[src/rtl/inference_pkg.sv]
// Shared types for the inference sequencer: controller states, activation
// modes and the leaky-ReLU shift amount.
package inference_pkg;

  typedef enum logic [1:0] {
    IDLE,
    LOAD_W,
    INFER,
    DRAIN
  } state_t;

  typedef enum logic [1:0] {
    ACT_NONE,
    ACT_RELU,
    ACT_CLIP,
    ACT_LEAKY
  } act_mode_t;

  localparam int LEAKY_SHIFT = 3;

endpackage

[src/rtl/sync_fifo.sv]
// Single-clock FIFO with full/empty/count. The read port shows the head entry
// combinationally and reads as zero while the FIFO is empty.
module sync_fifo #(
  parameter int WIDTH = 8,
  parameter int DEPTH = 16
) (
  input  logic                       i_clk,
  input  logic                       i_rst,
  input  logic                       i_push,
  input  logic [WIDTH-1:0]           i_wdata,
  input  logic                       i_pop,
  output logic [WIDTH-1:0]           o_rdata,
  output logic                       o_full,
  output logic                       o_empty,
  output logic [$clog2(DEPTH):0]     o_count
);

  localparam int AW = $clog2(DEPTH);
  localparam int CW = AW + 1;

  logic [WIDTH-1:0] r_mem [DEPTH];
  logic [AW-1:0]    r_wptr;
  logic [AW-1:0]    r_rptr;
  logic [CW-1:0]    r_count;
  logic             w_do_push;
  logic             w_do_pop;

  assign o_empty = (r_count == '0);
  assign o_full  = (r_count == CW'(DEPTH));
  assign o_count = r_count;
  assign o_rdata = o_empty ? '0 : r_mem[r_rptr];

  // A pop frees the slot first, so a push into a full FIFO is accepted when paired with a pop.
  assign w_do_pop  = i_pop && !o_empty;
  assign w_do_push = i_push && (!o_full || w_do_pop);

  always_ff @(posedge i_clk) begin
    if (i_rst) begin
      r_wptr  <= '0;
      r_rptr  <= '0;
      r_count <= '0;
    end else begin
      if (w_do_push) r_wptr <= r_wptr + AW'(1);
      if (w_do_pop)  r_rptr <= r_rptr + AW'(1);
      r_count <= r_count + CW'(w_do_push) - CW'(w_do_pop);
    end
  end

  always_ff @(posedge i_clk) begin
    if (w_do_push) r_mem[r_wptr] <= i_wdata;
  end

endmodule

[src/rtl/inference_sequencer.sv]
// Sequences weight rows and buffered input vectors into a systolic array, then
// bias-adds, activates and buffers the returning results.
module inference_sequencer
  import inference_pkg::*;
#(
  parameter int LANES = 8,
  parameter int DW    = 8,
  parameter int DEPTH = 16
) (
  input  logic                clk,
  input  logic                n_rst,
  input  logic                load_weights,
  input  logic                load_weights_en,
  input  logic [LANES*DW-1:0] weight_in,
  input  logic                load_inputs_en,
  input  logic [LANES*DW-1:0] input_in,
  input  logic                start_inference,
  input  logic [LANES*DW-1:0] bias_vec,
  input  logic [1:0]          activation_mode,
  input  logic                output_ack,
  output logic                arr_w_valid,
  output logic [LANES*DW-1:0] arr_w,
  output logic                arr_in_valid,
  output logic [LANES*DW-1:0] arr_in,
  input  logic                arr_out_valid,
  input  logic [LANES*DW-1:0] arr_out,
  output logic                controller_busy,
  output logic                weights_done,
  output logic                inputs_done,
  output logic                data_ready,
  output logic [LANES*DW-1:0] output_reg,
  output logic                occupancy_err
);

  localparam int W  = LANES * DW;
  localparam int CW = $clog2(DEPTH) + 1;
  localparam int RW = $clog2(LANES + 1);
  localparam logic [DW:0] CLIP_HI = (DW+1)'(1) << (DW - 2);

  state_t          r_state;
  state_t          w_next_state;
  logic [RW-1:0]   r_row_cnt;
  logic            r_weights_done;
  logic            r_arr_w_valid;
  logic [W-1:0]    r_arr_w;
  logic            r_arr_in_valid;
  logic [W-1:0]    r_arr_in;
  logic            r_inputs_done;
  logic            r_err;
  logic [CW-1:0]   r_in_flight;
  logic            r_pp_valid;
  logic [W-1:0]    r_pp_data;

  logic            w_in_push;
  logic            w_in_accept;
  logic            w_in_pop;
  logic            w_in_full;
  logic            w_in_empty;
  logic [CW-1:0]   w_in_count;
  logic [W-1:0]    w_in_rdata;
  logic            w_out_pop;
  logic            w_out_full;
  logic            w_out_empty;
  logic [CW-1:0]   w_out_count;
  logic [W-1:0]    w_out_rdata;
  logic            w_inputs_ok;
  logic            w_load_w_ok;
  logic            w_last_row;
  logic            w_start_accept;
  logic            w_res_ok;
  logic            w_err_set;
  logic [CW:0]     w_occupancy;
  logic [W-1:0]    w_pp;
  act_mode_t       w_mode;

  assign w_mode      = act_mode_t'(activation_mode);
  assign w_inputs_ok = (r_state == IDLE) || (r_state == LOAD_W);
  assign w_load_w_ok = (r_state == LOAD_W) && load_weights_en;
  assign w_last_row  = w_load_w_ok && (r_row_cnt == RW'(LANES - 1));
  assign w_start_accept = (r_state == IDLE) && start_inference && !load_weights &&
                          r_weights_done && !w_in_empty;
  assign w_res_ok    = arr_out_valid && (r_in_flight != '0);

  // Every issued vector and every result still in the pipeline reserves an output slot.
  assign w_occupancy = (CW+1)'(r_in_flight) + (CW+1)'(w_out_count) + (CW+1)'(r_pp_valid);
  assign w_in_pop    = (r_state == INFER) && !w_in_empty && (w_occupancy < (CW+1)'(DEPTH));
  assign w_in_push   = load_inputs_en && w_inputs_ok;
  assign w_in_accept = w_in_push && (!w_in_full || w_in_pop);
  assign w_out_pop   = output_ack && !w_out_empty;

  assign w_err_set = (w_in_push && !w_in_accept)
                   | (load_inputs_en && !w_inputs_ok)
                   | (load_weights_en && (r_state != LOAD_W))
                   | (start_inference && !w_start_accept)
                   | (load_weights && (r_state != IDLE))
                   | (arr_out_valid && (r_in_flight == '0))
                   | (r_pp_valid && w_out_full && !w_out_pop);

  sync_fifo #(.WIDTH(W), .DEPTH(DEPTH)) u_in_fifo (
    .i_clk   (clk),
    .i_rst   (n_rst),
    .i_push  (w_in_push),
    .i_wdata (input_in),
    .i_pop   (w_in_pop),
    .o_rdata (w_in_rdata),
    .o_full  (w_in_full),
    .o_empty (w_in_empty),
    .o_count (w_in_count)
  );

  sync_fifo #(.WIDTH(W), .DEPTH(DEPTH)) u_out_fifo (
    .i_clk   (clk),
    .i_rst   (n_rst),
    .i_push  (r_pp_valid),
    .i_wdata (r_pp_data),
    .i_pop   (output_ack),
    .o_rdata (w_out_rdata),
    .o_full  (w_out_full),
    .o_empty (w_out_empty),
    .o_count (w_out_count)
  );

  always_comb begin
    w_next_state = r_state;
    case (r_state)
      IDLE: begin
        if (load_weights)        w_next_state = LOAD_W;
        else if (w_start_accept) w_next_state = INFER;
      end
      LOAD_W: if (w_last_row)           w_next_state = IDLE;
      INFER:  if (w_in_empty)           w_next_state = DRAIN;
      DRAIN:  if (r_in_flight == '0)    w_next_state = IDLE;
      default:                          w_next_state = IDLE;
    endcase
  end

  always_ff @(posedge clk) begin
    if (n_rst) begin
      r_state        <= IDLE;
      r_row_cnt      <= '0;
      r_weights_done <= 1'b0;
      r_arr_w_valid  <= 1'b0;
      r_arr_w        <= '0;
      r_arr_in_valid <= 1'b0;
      r_arr_in       <= '0;
      r_inputs_done  <= 1'b0;
      r_err          <= 1'b0;
      r_in_flight    <= '0;
      r_pp_valid     <= 1'b0;
      r_pp_data      <= '0;
    end else begin
      r_state       <= w_next_state;
      r_arr_w_valid <= w_load_w_ok;
      if (w_load_w_ok) r_arr_w <= weight_in;
      if ((r_state == IDLE) && load_weights) begin
        r_row_cnt      <= '0;
        r_weights_done <= 1'b0;
      end else if (w_load_w_ok) begin
        r_row_cnt <= r_row_cnt + RW'(1);
        if (w_last_row) r_weights_done <= 1'b1;
      end
      r_arr_in_valid <= w_in_pop;
      if (w_in_pop) r_arr_in <= w_in_rdata;
      r_inputs_done <= w_in_accept && !w_in_pop && (w_in_count == CW'(DEPTH - 1));
      r_in_flight   <= r_in_flight + CW'(w_in_pop) - CW'(w_res_ok);
      r_pp_valid    <= w_res_ok;
      if (w_res_ok) r_pp_data <= w_pp;
      if (w_err_set) r_err <= 1'b1;
      else if ((r_state == IDLE) && load_weights) r_err <= 1'b0;
    end
  end

  // Overflow shows up as the top two bits of the widened sum disagreeing.
  function automatic logic [DW-1:0] sat(input logic [DW:0] v);
    if (v[DW] != v[DW-1]) return v[DW] ? {1'b1, {(DW-1){1'b0}}} : {1'b0, {(DW-1){1'b1}}};
    return v[DW-1:0];
  endfunction

  for (genvar g = 0; g < LANES; g++) begin : g_lane
    logic        [DW-1:0] w_a;
    logic        [DW-1:0] w_b;
    logic signed [DW:0]   w_sum;
    logic signed [DW:0]   w_leaky;
    logic        [DW-1:0] w_res;

    assign w_a     = arr_out[g*DW +: DW];
    assign w_b     = bias_vec[g*DW +: DW];
    assign w_sum   = $signed({w_a[DW-1], w_a}) + $signed({w_b[DW-1], w_b});
    assign w_leaky = w_sum >>> LEAKY_SHIFT;

    always_comb begin
      w_res = '0;
      case (w_mode)
        ACT_NONE:  w_res = sat(w_sum);
        ACT_RELU:  w_res = w_sum[DW] ? '0 : sat(w_sum);
        ACT_CLIP:  w_res = w_sum[DW] ? '0 :
                           (($unsigned(w_sum) > CLIP_HI) ? CLIP_HI[DW-1:0] : w_sum[DW-1:0]);
        ACT_LEAKY: w_res = w_sum[DW] ? sat(w_leaky) : sat(w_sum);
        default:   w_res = sat(w_sum);
      endcase
    end

    assign w_pp[g*DW +: DW] = w_res;
  end

  assign arr_w_valid     = r_arr_w_valid;
  assign arr_w           = r_arr_w;
  assign arr_in_valid    = r_arr_in_valid;
  assign arr_in          = r_arr_in;
  assign controller_busy = (r_state != IDLE);
  assign weights_done    = r_weights_done;
  assign inputs_done     = r_inputs_done;
  assign data_ready      = !w_out_empty;
  assign output_reg      = w_out_rdata;
  assign occupancy_err   = r_err;

endmodule

[config.mk]
export PLATFORM = sky130hd
export DESIGN_NAME = inference_sequencer
export DESIGN_NICKNAME = d
export VERILOG_FILES = /design/src/rtl/inference_pkg.sv /design/src/rtl/sync_fifo.sv /design/src/rtl/inference_sequencer.sv
export SDC_FILE = /design/constraint.sdc
export NUM_CORES = 2
export LEC_CHECK = 0
export ABC_AREA = 1
export BUFFER_PORTS_ARGS = -buffer_cell sky130_fd_sc_hd__buf_2
export CAP_MARGIN = 40
export CORE_MARGIN = 5
export CORE_UTILIZATION = 25
export DETAILED_ROUTE_END_ITERATION = 6
export GPL_TIMING_DRIVEN = 1
export MAX_ROUTING_LAYER = met4
export PLACE_DENSITY = 0.45
export SYNTH_ARGS = -nofsm -noshare
export SYNTH_HDL_FRONTEND = slang
export SYNTH_SLANG_ARGS = --single-unit
[constraint.sdc]
create_clock -name clk -period 5.8 [get_ports clk]
set_clock_uncertainty 0.05 [all_clocks]
set_input_delay 1.74 -clock clk [delete_from_list [all_inputs] [get_ports clk]]
set_output_delay 1.74 -clock clk [all_outputs]
set_load 0.05 [all_outputs]
==> results.md <==
* Outcome: complete, no violations
* Synth-to-layout area growth at 19.1%
* Starting DRC count in detailed routing at 4853
* Initial Util at 0.251
* Worst hold stages at 2
* Synth Area in XOR/XNOR at 0.00112
* Hold Crit Start: u_out_fifo.r_rptr[3]
* Final setup viols at 0
* CTS buffer count at 265
* Synth Instances at 7633
* Core Util, Final at 0.299
* Setup slack, reg-to-reg at 1770 ps
* Die Ht at 622 µm
* Clk Latency, worst-skew pair at 850 ps
* Core ar. at 373000 µm²
* Final period util at 0.945
* Setup crit start kind: flop
* Worst setup margin at about 320 ps
* CTS tree: built
* Top FF cell, synth: edfxtp_1
* Pre-CTS WS at 1150 ps
* CP required at roughly 4000 ps
* Initial antenna violation count at 50
* Max cap viols at 0
* Layout cell share with drive strength beyond 1 at 0.140
* Fin. max-slew vios at 0
* Slew margin rel. at 0.302
* FMAX at roughly 180 MHz
* Die area at approximately 390000 µm²
* Sequential-to-total area share from yosys stat at 0.708
* Post-synth EDFFs at 2048
* CTS sink cnt at 2287
* Adder-Cell Fraction of Synth Area at 0.0189
* Pwr/cell area at 418 nW/µm²
* CP endpoint kind: output port
* Die width at 622 µm
* Slowest CP cell: dfxtp_4
* CTS Hold Buffers Added at 0
* Synth Area in Simple Gates at 0.0931
* Final Wtd Congestion at 0.801
* Area of the multi-input gates at about 24000 µm²
* Leak at 37.8 nW
* Htree depth at 5
* DRC errors left at 0
* Antenna viol nets, final at 0
* Fraction of registers with async set/reset at 0
* Worst min path class: flop to flop
* Mapped Area at 93600 µm²
* Crit-path cells: buf_12, o21ai_0, o221ai_1, o211ai_1, a21oi_1, buf_2
* Crit-path max cell delay at 840 ps
* Minimum clock period at 5480 ps
* Largest family of logic cells by synthesized area: compound AO/OA/AOI/OAI gates
* Compound-Gate Fraction of Synth Area at 0.145
* DR vias at 64150
* Placed insts at 12745
* CP Class: flop to output port
* Hold violation total from the final report at 0
* YS warnings at 0
* I/O pin total at between 400 and 500
* Vias per inst at 4.84
* Crit Path Max Fanout at 91
* Reg2Reg Depth at 12
* Fin nets at 8442
* Critical Path AT at 3690 ps
* Synthesized flop and latch total at 2287
* Cell area after placement at just over 100000 µm²
* Most frequent cell after synthesis: edfxtp_1
* Routed WL at 315 mm
* Syn_nets at 8034
* Pin count of the biggest net entering global routing at 199
* Drt wl/cell at 23.8 µm
* Post-synth top cells: 2048 x edfxtp_1, 1344 x nor2_1, 1280 x o21ai_0
* Clock tree buffer depth at 4
* Unrepaired setup endpoints after global routing: false
* Tightest Pin Transition at 1050 ps
* First-pass GRT wire length at ~450 mm
* Final Cell Area at between 100000 and 150000 µm²
* Worst R2R End: u_in_fifo.r_mem[9][59]
* Fillers at roughly 38000
* Gr usage total at 0.160
* RR Startpoint: u_in_fifo.o_count[2]
* Total power draw at 46.6 mW
* Final Non-Filler Cells at 13251
* Cell Rows at 224
* Root buffer cell: clkbuf_16
* Post-synth top area cell: edfxtp_1
* Post_cts resized at 0
* Multiplexer area fraction after synthesis at 0
* Clock slew at reported path FFs at roughly 50 ps
* Number of global-route vias before repair at roughly 64000
* Area occupied by registers at about 66000 µm²
* Syn avg cell area at 12.3 µm²
* Final HPWL DP at 182 mm
* Setup bufs post-CTS at 0
* Grt total ovfl at 0
* Worst vdd ir at 243 µV
* Setup TNS Final at 0 ps
* Drt pass-1 iters at 6
* Min Hold Slack at 425 ps
* Port buffer count at 464
* Ranking of synthesized cells by area: edfxtp_1 66%, o21ai_0 6.8%, nor2_1 5.4%
* Post-synth top area share at 0.657
* Yosys cell types at 53
==> area by class of cell <==
class,count,area share
clock buffer,353,0.0650
clock inverter,119,0.00927
multi-input combinational,4585,0.220
sequential,2287,0.595
inverter,241,0.00868
tap,4972,0.0558
antenna,33,0.000741
timing repair buffer,661,0.0462
==> critical path, delay by kind of cell (launching register included) <==
kind	cells	cell delay [ps]
compound gates	4	1110
flops	1	840
buf+inv	2	830
==> report_power, final <==
group,total [mW],internal [mW],switching [mW]
combinational,10.4,2.69,7.70
sequential,20.2,19.2,0.968
clock,16.1,9.42,6.64
total,46.6,31.3,15.3
==> logic make-up (layout without fill, tap and decap cells) <==
family / count (synthesis) / in the layout
AOI/OAI and AO/OA: 2287 / 2287
xor gates and xnor gates: 12 / 12
adders and majority gates: 135 / 135
buffers and inverters: 761 / 1374
DFF: 2287 / 2287
other: 0 / 33
and+or+nand+nor: 2151 / 2151
==> metal layers <==
metal	wire (µm)	part of all wire	global-route usage	vias up
met5	0	0	-	-
met4	7740	0.025	0.0430	0
met2	159000	0.51	0.278	1596
met3	15700	0.050	0.0236	499
li1	-	-	-	29295
met1	132000	0.42	0.195	32760
==> cells in the final DEF, fill, tap and decap left out, drive strengths merged, types with 2 or more instances in the layout <==
master / netlist / routed
clkbuf: 365 / 353
o211ai: 153 / 153
fa: 11 / 11
nand3: 232 / 232
o221ai: 365 / 365
clkinvlp: 0 / 2
nand3b: 15 / 15
xnor2: 2 / 2
a211oi: 4 / 4
nand4: 22 / 22
nor2: 1350 / 1350
a31oi: 68 / 68
edfxtp: 2048 / 2048
a21oi: 229 / 229
o22ai: 151 / 151
xor2: 10 / 10
a21o: 10 / 10
clkinv: 2 / 94
buf: 155 / 661
nand2: 494 / 494
o21a: 2 / 2
a22oi: 2 / 2
and3: 3 / 3
diode: 0 / 33
nor3: 31 / 31
ha: 124 / 124
o21ai: 1298 / 1298
bufinv: 0 / 14
inv: 239 / 250
dfxtp: 239 / 239
==> registers in the layout (all words and copies together) (netlist names), 2 cells and up, named ones only <==
name and count:
u_in_fifo.r_rptr 4, u_out_fifo.r_rptr 4, arr_in 64, u_in_fifo.r_mem 1024, u_out_fifo.o_count 5, r_state 2, u_out_fifo.r_wptr 4, u_in_fifo.o_count 5
u_out_fifo.r_mem 1024, u_in_fifo.r_wptr 4, r_in_flight 5, r_row_cnt 4, r_pp_data 64, arr_w 64
==> how the worst max path moves through the flow <==
stage,from,end,slack [ps]
after floorplan,output_ack,u_out_fifo.r_mem[11][0],380
after global placement,bias_vec[14],r_pp_data[10],1000
after detailed placement,bias_vec[24],r_pp_data[30],1150
after CTS,flop,output_reg[46],220
after global routing,flop,output_reg[9],90
final,flop,output_reg[46],320
No activity file was read; power rests on OpenSTA's default activity.
